==> src/rtl/ps2_key_tracker_pkg.sv <==
// Shared PS/2 scan-code set 2 constants, tracker state encoding and key index
// constants used by the game-side key decoder.
package ps2_key_tracker_pkg;

    localparam int KEY_IDX_W = 9;
    localparam int KEY_COUNT = 512;

    localparam logic [7:0] SC_EXT        = 8'hE0;
    localparam logic [7:0] SC_BRK        = 8'hF0;
    localparam logic [7:0] SC_PAUSE      = 8'hE1;
    localparam logic [7:0] SC_FAKE_SHIFT = 8'h12;

    localparam logic [7:0] SC_BAT_OK = 8'hAA;
    localparam logic [7:0] SC_ACK    = 8'hFA;
    localparam logic [7:0] SC_RESEND = 8'hFE;
    localparam logic [7:0] SC_ECHO   = 8'hEE;
    localparam logic [7:0] SC_ERR_LO = 8'h00;
    localparam logic [7:0] SC_ERR_HI = 8'hFF;

    // Bitmap indices {extended, code} the key decoder gates by game state.
    localparam logic [KEY_IDX_W-1:0] KEY_W     = 9'h01D;
    localparam logic [KEY_IDX_W-1:0] KEY_A     = 9'h01C;
    localparam logic [KEY_IDX_W-1:0] KEY_S     = 9'h01B;
    localparam logic [KEY_IDX_W-1:0] KEY_D     = 9'h023;
    localparam logic [KEY_IDX_W-1:0] KEY_SPACE = 9'h029;
    localparam logic [KEY_IDX_W-1:0] KEY_ENTER = 9'h05A;
    localparam logic [KEY_IDX_W-1:0] KEY_ESC   = 9'h076;
    localparam logic [KEY_IDX_W-1:0] KEY_UP    = 9'h175;
    localparam logic [KEY_IDX_W-1:0] KEY_DOWN  = 9'h172;
    localparam logic [KEY_IDX_W-1:0] KEY_LEFT  = 9'h16B;
    localparam logic [KEY_IDX_W-1:0] KEY_RIGHT = 9'h174;

    typedef enum logic [2:0] {
        ST_IDLE    = 3'd0,
        ST_EXT     = 3'd1,
        ST_BRK     = 3'd2,
        ST_EXT_BRK = 3'd3,
        ST_PAUSE   = 3'd4
    } tracker_state_t;

    // Keyboard status/response bytes that never form part of a key sequence.
    function automatic logic is_ignored(input logic [7:0] code);
        return (code == SC_BAT_OK) || (code == SC_ACK) || (code == SC_RESEND) ||
               (code == SC_ECHO) || (code == SC_ERR_LO) || (code == SC_ERR_HI);
    endfunction

    function automatic logic [KEY_IDX_W-1:0] key_index(input logic ext, input logic [7:0] code);
        return {ext, code};
    endfunction

endpackage

==> src/rtl/ps2_key_tracker_if.sv <==
// Byte-receiver to key-tracker bus: incoming scan bytes and control strobes,
// outgoing held-key bitmap with change strobe.
interface ps2_key_tracker_if;
    logic [7:0]   rx_byte;
    logic         rx_valid;
    logic         rx_err;
    logic         clear;
    logic [511:0] key_down;
    logic [8:0]   last_change;
    logic         key_valid;

    modport master (
        output rx_byte, rx_valid, rx_err, clear,
        input  key_down, last_change, key_valid
    );

    modport slave (
        input  rx_byte, rx_valid, rx_err, clear,
        output key_down, last_change, key_valid
    );
endinterface

==> src/rtl/ps2_gap_timer.sv <==
// Inter-byte gap timer: reloaded by every byte, fires once when a multi-byte
// sequence has stalled for TIMEOUT cycles.
module ps2_gap_timer #(
    parameter int TIMEOUT = 1_000_000
) (
    input  logic clk,
    input  logic rst_n,
    input  logic kick,
    input  logic enable,
    input  logic flush,
    output logic expired
);

    localparam int CNT_W = (TIMEOUT > 2) ? $clog2(TIMEOUT) : 1;

    logic [CNT_W-1:0] remain;

    // Leaving IDLE always coincides with a kick, so the count is loaded before it matters.
    always_ff @(posedge clk or negedge rst_n) begin
        if (!rst_n) begin
            remain <= '0;
        end else if (flush) begin
            remain <= '0;
        end else if (kick) begin
            remain <= CNT_W'(TIMEOUT - 1);
        end else if (enable && (remain != '0)) begin
            remain <= remain - CNT_W'(1);
        end
    end

    assign expired = enable && !kick && !flush && (remain == '0);

endmodule

==> src/rtl/ps2_key_tracker.sv <==
// PS/2 set-2 scan-code parser maintaining a 512-bit held-key bitmap.
// Define PS2_TYPEMATIC_FILTER_EN to suppress key_valid on typematic repeats.
module ps2_key_tracker
    import ps2_key_tracker_pkg::*;
#(
    parameter int TIMEOUT   = 1_000_000,
    parameter int PAUSE_LEN = 8
) (
    input logic               clk,
    input logic               rst_n,
    ps2_key_tracker_if.slave  bus
);

    localparam int PAUSE_W = $clog2(PAUSE_LEN + 1);

    tracker_state_t       state;
    tracker_state_t       state_next;
    logic [PAUSE_W-1:0]   pause_cnt;
    logic [PAUSE_W-1:0]   pause_next;
    logic                 gap_expired;
    logic                 key_hit;
    logic                 key_make;
    logic [KEY_IDX_W-1:0] key_idx;
    logic                 make_fresh;
    logic [511:0]         key_down_q;
    logic [8:0]           last_change_q;
    logic                 key_valid_q;

    ps2_gap_timer #(
        .TIMEOUT (TIMEOUT)
    ) u_gap_timer (
        .clk     (clk),
        .rst_n   (rst_n),
        .kick    (bus.rx_valid),
        .enable  (state != ST_IDLE),
        .flush   (bus.rx_err || bus.clear),
        .expired (gap_expired)
    );

    always_ff @(posedge clk or negedge rst_n) begin
        if (!rst_n) begin
            state     <= ST_IDLE;
            pause_cnt <= '0;
        end else begin
            state     <= state_next;
            pause_cnt <= pause_next;
        end
    end

    // Receiver errors and clear abort before any byte is parsed; the timer never fires on a kick cycle.
    always_comb begin
        state_next = state;
        pause_next = pause_cnt;
        key_hit    = 1'b0;
        key_make   = 1'b0;
        key_idx    = key_index(1'b0, bus.rx_byte);
        if (bus.rx_err || bus.clear || gap_expired) begin
            state_next = ST_IDLE;
            pause_next = '0;
        end else if (bus.rx_valid) begin
            case (state)
                ST_IDLE: begin
                    if (bus.rx_byte == SC_EXT) begin
                        state_next = ST_EXT;
                    end else if (bus.rx_byte == SC_BRK) begin
                        state_next = ST_BRK;
                    end else if (bus.rx_byte == SC_PAUSE) begin
                        state_next = ST_PAUSE;
                        pause_next = PAUSE_W'(PAUSE_LEN - 1);
                    end else if (!is_ignored(bus.rx_byte)) begin
                        key_hit  = 1'b1;
                        key_make = 1'b1;
                    end
                end
                ST_EXT: begin
                    key_idx = key_index(1'b1, bus.rx_byte);
                    if (bus.rx_byte == SC_BRK) begin
                        state_next = ST_EXT_BRK;
                    end else begin
                        state_next = ST_IDLE;
                        key_hit    = (bus.rx_byte != SC_FAKE_SHIFT);
                        key_make   = 1'b1;
                    end
                end
                ST_BRK: begin
                    state_next = ST_IDLE;
                    key_hit    = 1'b1;
                end
                ST_EXT_BRK: begin
                    key_idx    = key_index(1'b1, bus.rx_byte);
                    state_next = ST_IDLE;
                    key_hit    = (bus.rx_byte != SC_FAKE_SHIFT);
                end
                ST_PAUSE: begin
                    pause_next = pause_cnt - PAUSE_W'(1);
                    if (pause_cnt <= PAUSE_W'(1)) begin
                        state_next = ST_IDLE;
                        pause_next = '0;
                    end
                end
                default: begin
                    state_next = ST_IDLE;
                    pause_next = '0;
                end
            endcase
        end
    end

`ifdef PS2_TYPEMATIC_FILTER_EN
    assign make_fresh = !key_down_q[key_idx];
`else
    assign make_fresh = 1'b1;
`endif

    // A repeat make still rewrites the bit, so the bitmap is identical in both builds.
    always_ff @(posedge clk or negedge rst_n) begin
        if (!rst_n) begin
            key_down_q    <= '0;
            last_change_q <= '0;
            key_valid_q   <= 1'b0;
        end else begin
            key_valid_q <= 1'b0;
            if (bus.clear) begin
                key_down_q <= '0;
            end else if (key_hit) begin
                key_down_q[key_idx] <= key_make;
                if (!key_make || make_fresh) begin
                    last_change_q <= key_idx;
                    key_valid_q   <= 1'b1;
                end
            end
        end
    end

    assign bus.key_down    = key_down_q;
    assign bus.last_change = last_change_q;
    assign bus.key_valid   = key_valid_q;

endmodule

==> src/flat_wrapper.sv <==
// flat-port wrapper written by rule: the top's interface ports become plain ports
module ps2_key_tracker_flat import ps2_key_tracker_pkg::*;
#(
    parameter int TIMEOUT   = 1_000_000,
    parameter int PAUSE_LEN = 8
)
  (clk, rst_n, bus_rx_byte, bus_rx_valid, bus_rx_err, bus_clear, bus_key_down, bus_last_change, bus_key_valid);
  ps2_key_tracker_if bus_i ();
  input logic clk;
  input logic rst_n;
  input wire logic [$bits(bus_i.rx_byte)-1:0] bus_rx_byte;
  input wire logic [$bits(bus_i.rx_valid)-1:0] bus_rx_valid;
  input wire logic [$bits(bus_i.rx_err)-1:0] bus_rx_err;
  input wire logic [$bits(bus_i.clear)-1:0] bus_clear;
  output wire logic [$bits(bus_i.key_down)-1:0] bus_key_down;
  output wire logic [$bits(bus_i.last_change)-1:0] bus_last_change;
  output wire logic [$bits(bus_i.key_valid)-1:0] bus_key_valid;
  assign bus_i.rx_byte = bus_rx_byte;
  assign bus_i.rx_valid = bus_rx_valid;
  assign bus_i.rx_err = bus_rx_err;
  assign bus_i.clear = bus_clear;
  assign bus_key_down = bus_i.key_down;
  assign bus_last_change = bus_i.last_change;
  assign bus_key_valid = bus_i.key_valid;
  ps2_key_tracker #(.TIMEOUT(TIMEOUT), .PAUSE_LEN(PAUSE_LEN)) u_core (.clk(clk), .rst_n(rst_n), .bus(bus_i));
endmodule
==> config.mk <==
export PLATFORM = sky130hd
export DESIGN_NAME = ps2_key_tracker_flat
export DESIGN_NICKNAME = d
export VERILOG_FILES = /design/src/rtl/ps2_key_tracker_pkg.sv /design/src/rtl/ps2_key_tracker_if.sv /design/src/rtl/ps2_gap_timer.sv /design/src/rtl/ps2_key_tracker.sv /design/src/flat_wrapper.sv
export SDC_FILE = /design/constraint.sdc
export NUM_CORES = 1
export LEC_CHECK = 0
export CAP_MARGIN = 20
export CORE_AREA = 4 4 253 255
export DETAILED_ROUTE_END_ITERATION = 10
export DIE_AREA = 0 0 257 259
export MAX_ROUTING_LAYER = met4
export PLACE_DENSITY = 0.65
export RECOVER_POWER = 100
export SLEW_MARGIN = 10
export SYNTH_ARGS = -nofsm -noshare
export SYNTH_HDL_FRONTEND = slang
export SYNTH_HIERARCHICAL = 1
export SYNTH_SLANG_ARGS = --single-unit
==> constraint.sdc <==
create_clock -name clk -period 3.5 [get_ports clk]
set_input_delay 0.35 -clock clk [delete_from_list [all_inputs] [get_ports clk]]
set_output_delay 0.35 -clock clk [all_outputs]
set_load 0.02 [all_outputs]
* Yosys cells after proc, flatten, opt, wreduce, memory -nomap -nowiden
Cells that the tools add are included.
** Word-level totals
- Bits in registers :: 549
- Word-level logic and storage cells :: 98
** Operators by class
- Add/subtract/negate cells :: 2
- $lt $le $gt $ge :: 3
- Equality and inequality tests :: 19
- Mux-type cells :: 40
- Bitwise operators :: 1
- Reduce and logical (&&, ||, !) cells :: 27
** Operators by type and width (number)
- 2-to-1 mux 512 bit :: 2
- bitwise mux 512 bit :: 1
- equality test 8 bit (second input constant) :: 8
- 2-to-1 mux 20 bit :: 3
- 2-to-1 mux 9 bit :: 3
- 2-to-1 mux 4 bit :: 6
- logical NOT 20 bit :: 1
- nonzero test 20 bit :: 1
- subtractor 20 x 1 -> 20 bit (second input constant) :: 1
- 2-to-1 mux 3 bit :: 6
- 2-to-1 mux 1 bit :: 13
- case mux 4 bit (3 select lines) :: 1
- < comparator 9 x 10 -> 1 bit (second input constant) :: 1
- demux 1 bit (select 9 bit) :: 1
- greater-or-equal comparator 9 x 1 -> 1 bit (second input constant) :: 1
- case mux 3 bit (3 select lines) :: 1
- logical NOT 8 bit :: 1
- inequality test 8 x 5 -> 1 bit (second input constant) :: 1
- logical OR 1 bit :: 7
- equality test 3 x 2 -> 1 bit (second input constant) :: 2
- inequality test 3 x 1 -> 1 bit (second input constant) :: 2
- inequality test 3 x 2 -> 1 bit (second input constant) :: 2
- nonzero test 3 bit :: 2
- logical AND 1 bit :: 5
- other kinds (18) :: 20

* Logic depth before layout (Yosys ltp)
- Depth in word-level cells :: 16
- Depth in mapped cells :: 14
- Mapped depth without buffers :: 10

* Cells and area by module
Netlist, hierarchy kept.
** By module, submodules not included
- ps2_key_tracker :: times used 1, cells each 2146, area an instance 23316.1 µm², seq. area each 13237.7 µm²
- ps2_gap_timer :: times used 1, cells each 142, area an instance 1270.0 µm², seq. area each 500.5 µm²

* Worst setup path before layout
OpenSTA, ideal clock, no wires.
- Kind :: reg2reg
- Start point :: reg u_core.u_gap_timer.remain[0]
- End point :: reg u_core.key_down_q[113] (netlist: u_core/bus.key_down[113])
- Setup time :: 134 ps
- Data arrival time :: 2656 ps
- Setup slack :: 711 ps
- Cell stages (with the launch flop) :: 15
- Period minus slack after synthesis :: 2789 ps
- Path through :: dfrtp_1 -> inv_1 -> ha_1 -> nor2b_1 -> nand4_1 -> buf_2 -> nor3_1 -> or3_1 -> clkbuf_1 -> nor3b_2 -> buf_2 -> nand2_1 -> clkbuf_1 -> o211ai_1 -> o31ai_1
** On the way
- Longest elaborated chain between the ends :: 11
** RTL lines
- start: declaration :: line ps2_gap_timer.sv:16 : logic [CNT_W-1:0] remain;
- start signal: assignment :: line ps2_gap_timer.sv:25 : remain <= CNT_W'(TIMEOUT - 1);
- start signal: assignment :: line ps2_gap_timer.sv:27 : remain <= remain - CNT_W'(1);
- logical NOT 20 bit (*) :: line ps2_gap_timer.sv:31 : assign expired = enable && !kick && !flush && (remain == '0);
- logical AND 1 bit (*) :: line ps2_gap_timer.sv:31
- named net u_core.gap_expired :: line ps2_key_tracker.sv:20 : logic gap_expired;
- logical OR 1 bit (*) :: line ps2_key_tracker.sv:57 : if (bus.rx_err || bus.clear || gap_expired) begin
- 2-to-1 mux 9 bit :: line ps2_key_tracker.sv:57
- < comparator 9 x 10 -> 1 bit (not written as such) / greater-or-equal comparator 9 x 1 -> 1 bit (equally long branches) :: line ps2_key_tracker.sv:126 : key_down_q[key_idx] <= key_make;
- logical AND 1 bit (not written as such) :: line ps2_key_tracker.sv:126
- 2-to-1 mux 1 bit (not written as such) :: line ps2_key_tracker.sv:126
- demux 1 bit (select 9 bit)
- bitwise mux 512 bit :: line ps2_key_tracker.sv:126
- 2-to-1 mux 512 bit :: line ps2_key_tracker.sv:125 : end else if (key_hit) begin
- 2-to-1 mux 512 bit :: line ps2_key_tracker.sv:123 : if (bus.clear) begin
- end signal: indexed assignment :: line ps2_key_tracker.sv:126
- end: declaration :: line ps2_key_tracker.sv:25 : logic [511:0] key_down_q;
Mark *: on every way through the listed nets, which the timed path passes. The rest lies on a longest branch. The select of a mux whose other input is x is not followed.
A chain may end at the register's enable or synchronous reset.

* Worst setup path in the final report
- Start point :: reg u_core.u_gap_timer.remain[0]
- End point :: reg u_core.key_down_q[124] (netlist: u_core/bus.key_down[124])
The elaborated chain is that of the path after synthesis.

==> impl_metrics.yaml <==
logic_synthesis:
  syn_avg_cell_area_um2: 10.75
  synth_warnings: 6
  yosysSeqAreaShare: 0.5588
  yosys.cell_types.count: 64
  ys_async_sr_fraction: 1.000
  synth_seq_cells: 549
  synth_area_leader_cell: "dfrtp_1"
  syn-cell-area_um2: 24590
  synthCells: 2288
  synth.area.top_cells: "dfrtp_1, a22oi_1, o31ai_1"
  synth_edf_count: 0
  synth_ff_type: "dfrtp_1"
  synth.net_count: 2305
  synth_top_area_frac: 0.5588
power:
  p_per_area_nw_per_um2: 417.2
  power_w: 0.01373
  p_leak_nw: 14.98
  p_int_w: 0.01042
  switching_share: 0.2416
  vdd_drop_max_mv: 0.3315
  p_sw_w: 0.003318
  clock_power_share: 0.464
  pwr-share-comb: 0.067
  seqPwrFrac: 0.469
detailed_routing:
  wire_per_inst_um: 25.53
  drc_errors: 0
  vias: 21560
  firstDrtPassIters: 6
  ant_nets: 0
  avgViaCountPerCell: 6.030
  first_iter_violations: 2043
  routed_wl_um: 91280
timing:
  holdWs_ns: 0.4344
  finClkSkew_ns: 0.02693
  setup_viol: 0
  fmax_mhz: 308.1
  finalHoldViolations: 0
  tightest_slew_ns: 2.745
  slew_headroom: -0.8300
  fin_crit_ns: 3.246
  finalCritPeriodShare: 0.9275
  maxSlewViolCount: 90
  grt_setup_unrepaired: "false"
clock_tree:
  root_buffer: "clkbuf_16"
  htreeDepth: 2
  clockBufferDepth: 3
  cts_made_buffers: 56
  cts_setup_buffers: 0
  cts.sinks: 549
  clk_pin_slew_ns: 0.06
  cts_tree: "yes"
  clock_latency_ns: 0.62
critical_path:
  crit_type: "reg2reg"
  worstPathCellList: "inv_1, ha_1, nor2b_1, nand4_1, nor3_1, nor3_2, and2_0, nand3_4, a21boi_4, buf_12, clkbuf_2, o31ai_1"
  crit_path_start_kind: "flop"
  slowest_stage: "dfrtp_1"
  worstPathRequired_ns: 3.98
  worstPathArrival_ns: 3.73
  cpPeakStageDelay_ns: 0.43
  endpoint_kind: "flop"
  cp_max_fo: 31
  path_delay_family: "simple AND/OR/NAND/NOR gates"
  crit_buf_inv: 3
final_layout:
  nFillCells: 5310
  drive_above_1_share: 0.09646
  layout.cells.non_filler: 3575
  final_cell_mix: "dfrtp_1, dlygate4sd3_1, a31oi_1, a22oi_1, o31ai_1"
  postLayoutCoreUtil: 0.5345
  final_common_cell: "dfrtp_1"
  synthToLayoutAreaGrowth_pct: 33.90
  fin_nets: 2714
floorplanning:
  core-area_um2: 61600
  ioPinCount: 535
  die-area_um2: 66560
  fp.dieH_um: 259
  rows: 91
  chipWidth_um: 257
  initial_utilization: 0.3991
global_routing:
  grt_max_degree: 194
  grt_overflow: 0
  gr-usage-all-layers: 0.2709
  grt_antenna_before_repair: 1
  grt_first_pass_wirelength_um: 136800
  grt_pass1_vias: 20820
run_status:
  status: "finished, violations left"
  violations: "capacitance limit, slew limit"
min_path:
  hold_path_class: "in2reg"
flow_run:
  maxCapViolations: 1
placement:
  hpwl_um: 60560
  placed_cells: 3472
  gp_congestion: 0.8921
  io_buffers: 534
-- flip-flops by register name, summed over array words and instances, names as in the netlist --
register	cells
u_core/bus.key_down	512
u_core/u_gap_timer/remain	20
u_core/bus.last_change	9
u_core/pause_cnt	4
u_core/state	3
u_core/bus.key_valid	1
-- synthesized netlist by cell type, types with 13 or more instances --
master    number
or3_1         13
nand3_1       44
buf_2         30
o31ai_1      193
a22oi_1      221
clkbuf_1     246
nor2_1        95
nor3_1        41
mux2i_1       86
a31oi_1      227
dfrtp_1      549
o211ai_1     190
nand2_1      142
a21oi_1       18
-- layer usage --
| layer | track usage | routed length (um) | vias up |
|---|---|---|---|
| met4 | 0.06531 | 2335 | 0 |
| met5 | - | 0 | - |
| met2 | 0.4170 | 42160 | 1057 |
| met3 | 0.08263 | 9090 | 137 |
| met1 | 0.3549 | 37700 | 10740 |
| li1 | - | - | 9628 |
-- per-stage QoR --
step	setup slack (ns)	area, um2	TNS, ns
after global routing	0.06042	32920	0
after floorplan	0.7105	24590	0
final	0.2538	32920	0
after detailed placement	-0.04457	30970	-0.3606
after CTS	0.006450	32930	0
after global placement	0.01339	30970	0
-- cell families after synthesis --
logic type,Yosys count,synth area share
muxes,97,0.04005
adders and majority gates,4,0.002036
AOI/OAI and AO/OA,900,0.2614
buffers and inverters,315,0.05466
and+or+nand+nor,423,0.08305
DFF,549,0.5588
-- area by class of cell --
| cell class | instances | area [um2] | share of cell area |
|---|---|---|---|
| antenna | 1 | 2.502 | 0.00007601 |
| clock buffer | 75 | 1593 | 0.04838 |
| clock inverter | 23 | 351.6 | 0.01068 |
| inverter | 13 | 56.30 | 0.001710 |
| multi-input combinational | 1426 | 9684 | 0.2942 |
| sequential | 549 | 13740 | 0.4173 |
| tap | 837 | 1047 | 0.03181 |
| timing repair buffer | 651 | 6449 | 0.1959 |
-- power groups by stage --
stage | registers, W | clock network (W) | logic [W]
after floorplan | 0.00658 | 0 | 0.000450
after global placement | 0.00655 | 0 | 0.000918
after detailed placement | 0.00655 | 0 | 0.000935
after CTS | 0.00644 | 0.00648 | 0.000939
after global routing | 0.00644 | 0.00674 | 0.00100
final | 0.00644 | 0.00638 | 0.000921
-- worst register-to-register path, cell delays in order (launching register included) --
cell and delay (ns):
dfrtp_1 0.43, inv_1 0.11, ha_1 0.14, nor2b_1 0.25
nand4_1 0.18, nor3_1 0.33, nor3_2 0.14, and2_0 0.28
nand3_4 0.16, a21boi_4 0.27, buf_12 0.24, clkbuf_2 0.40
o31ai_1 0.17
-- final timing paths --
path / start / end / slack (ns) / cells after the start
hold / removal: bus_rx_valid / u_core/u_gap_timer/remain[6] / 0.43 / 4
hold reg to reg: u_core/bus.last_change[7] / u_core/bus.last_change[7] / 0.51 / 1
min in group asynchronous: rst_n / u_core/bus.key_down[83] / 1.14 / 2
max in group asynchronous: rst_n / u_core/bus.key_down[372] / 0.56 / 3
setup reg to reg: u_core/u_gap_timer/remain[0] / u_core/bus.key_down[124] / 0.25 / 12
setup / recovery: u_core/u_gap_timer/remain[0] / u_core/bus.key_down[124] / 0.25 / 12
-- timing repair --
item / CTS / global route
endpoints found under the setup margin: 0 / 155
hold buffers: 1 / 0
hold endpoints to repair: 81 / 0
resized for setup: 0 / 3
Note: power is estimated with default switching activity, not from simulation.
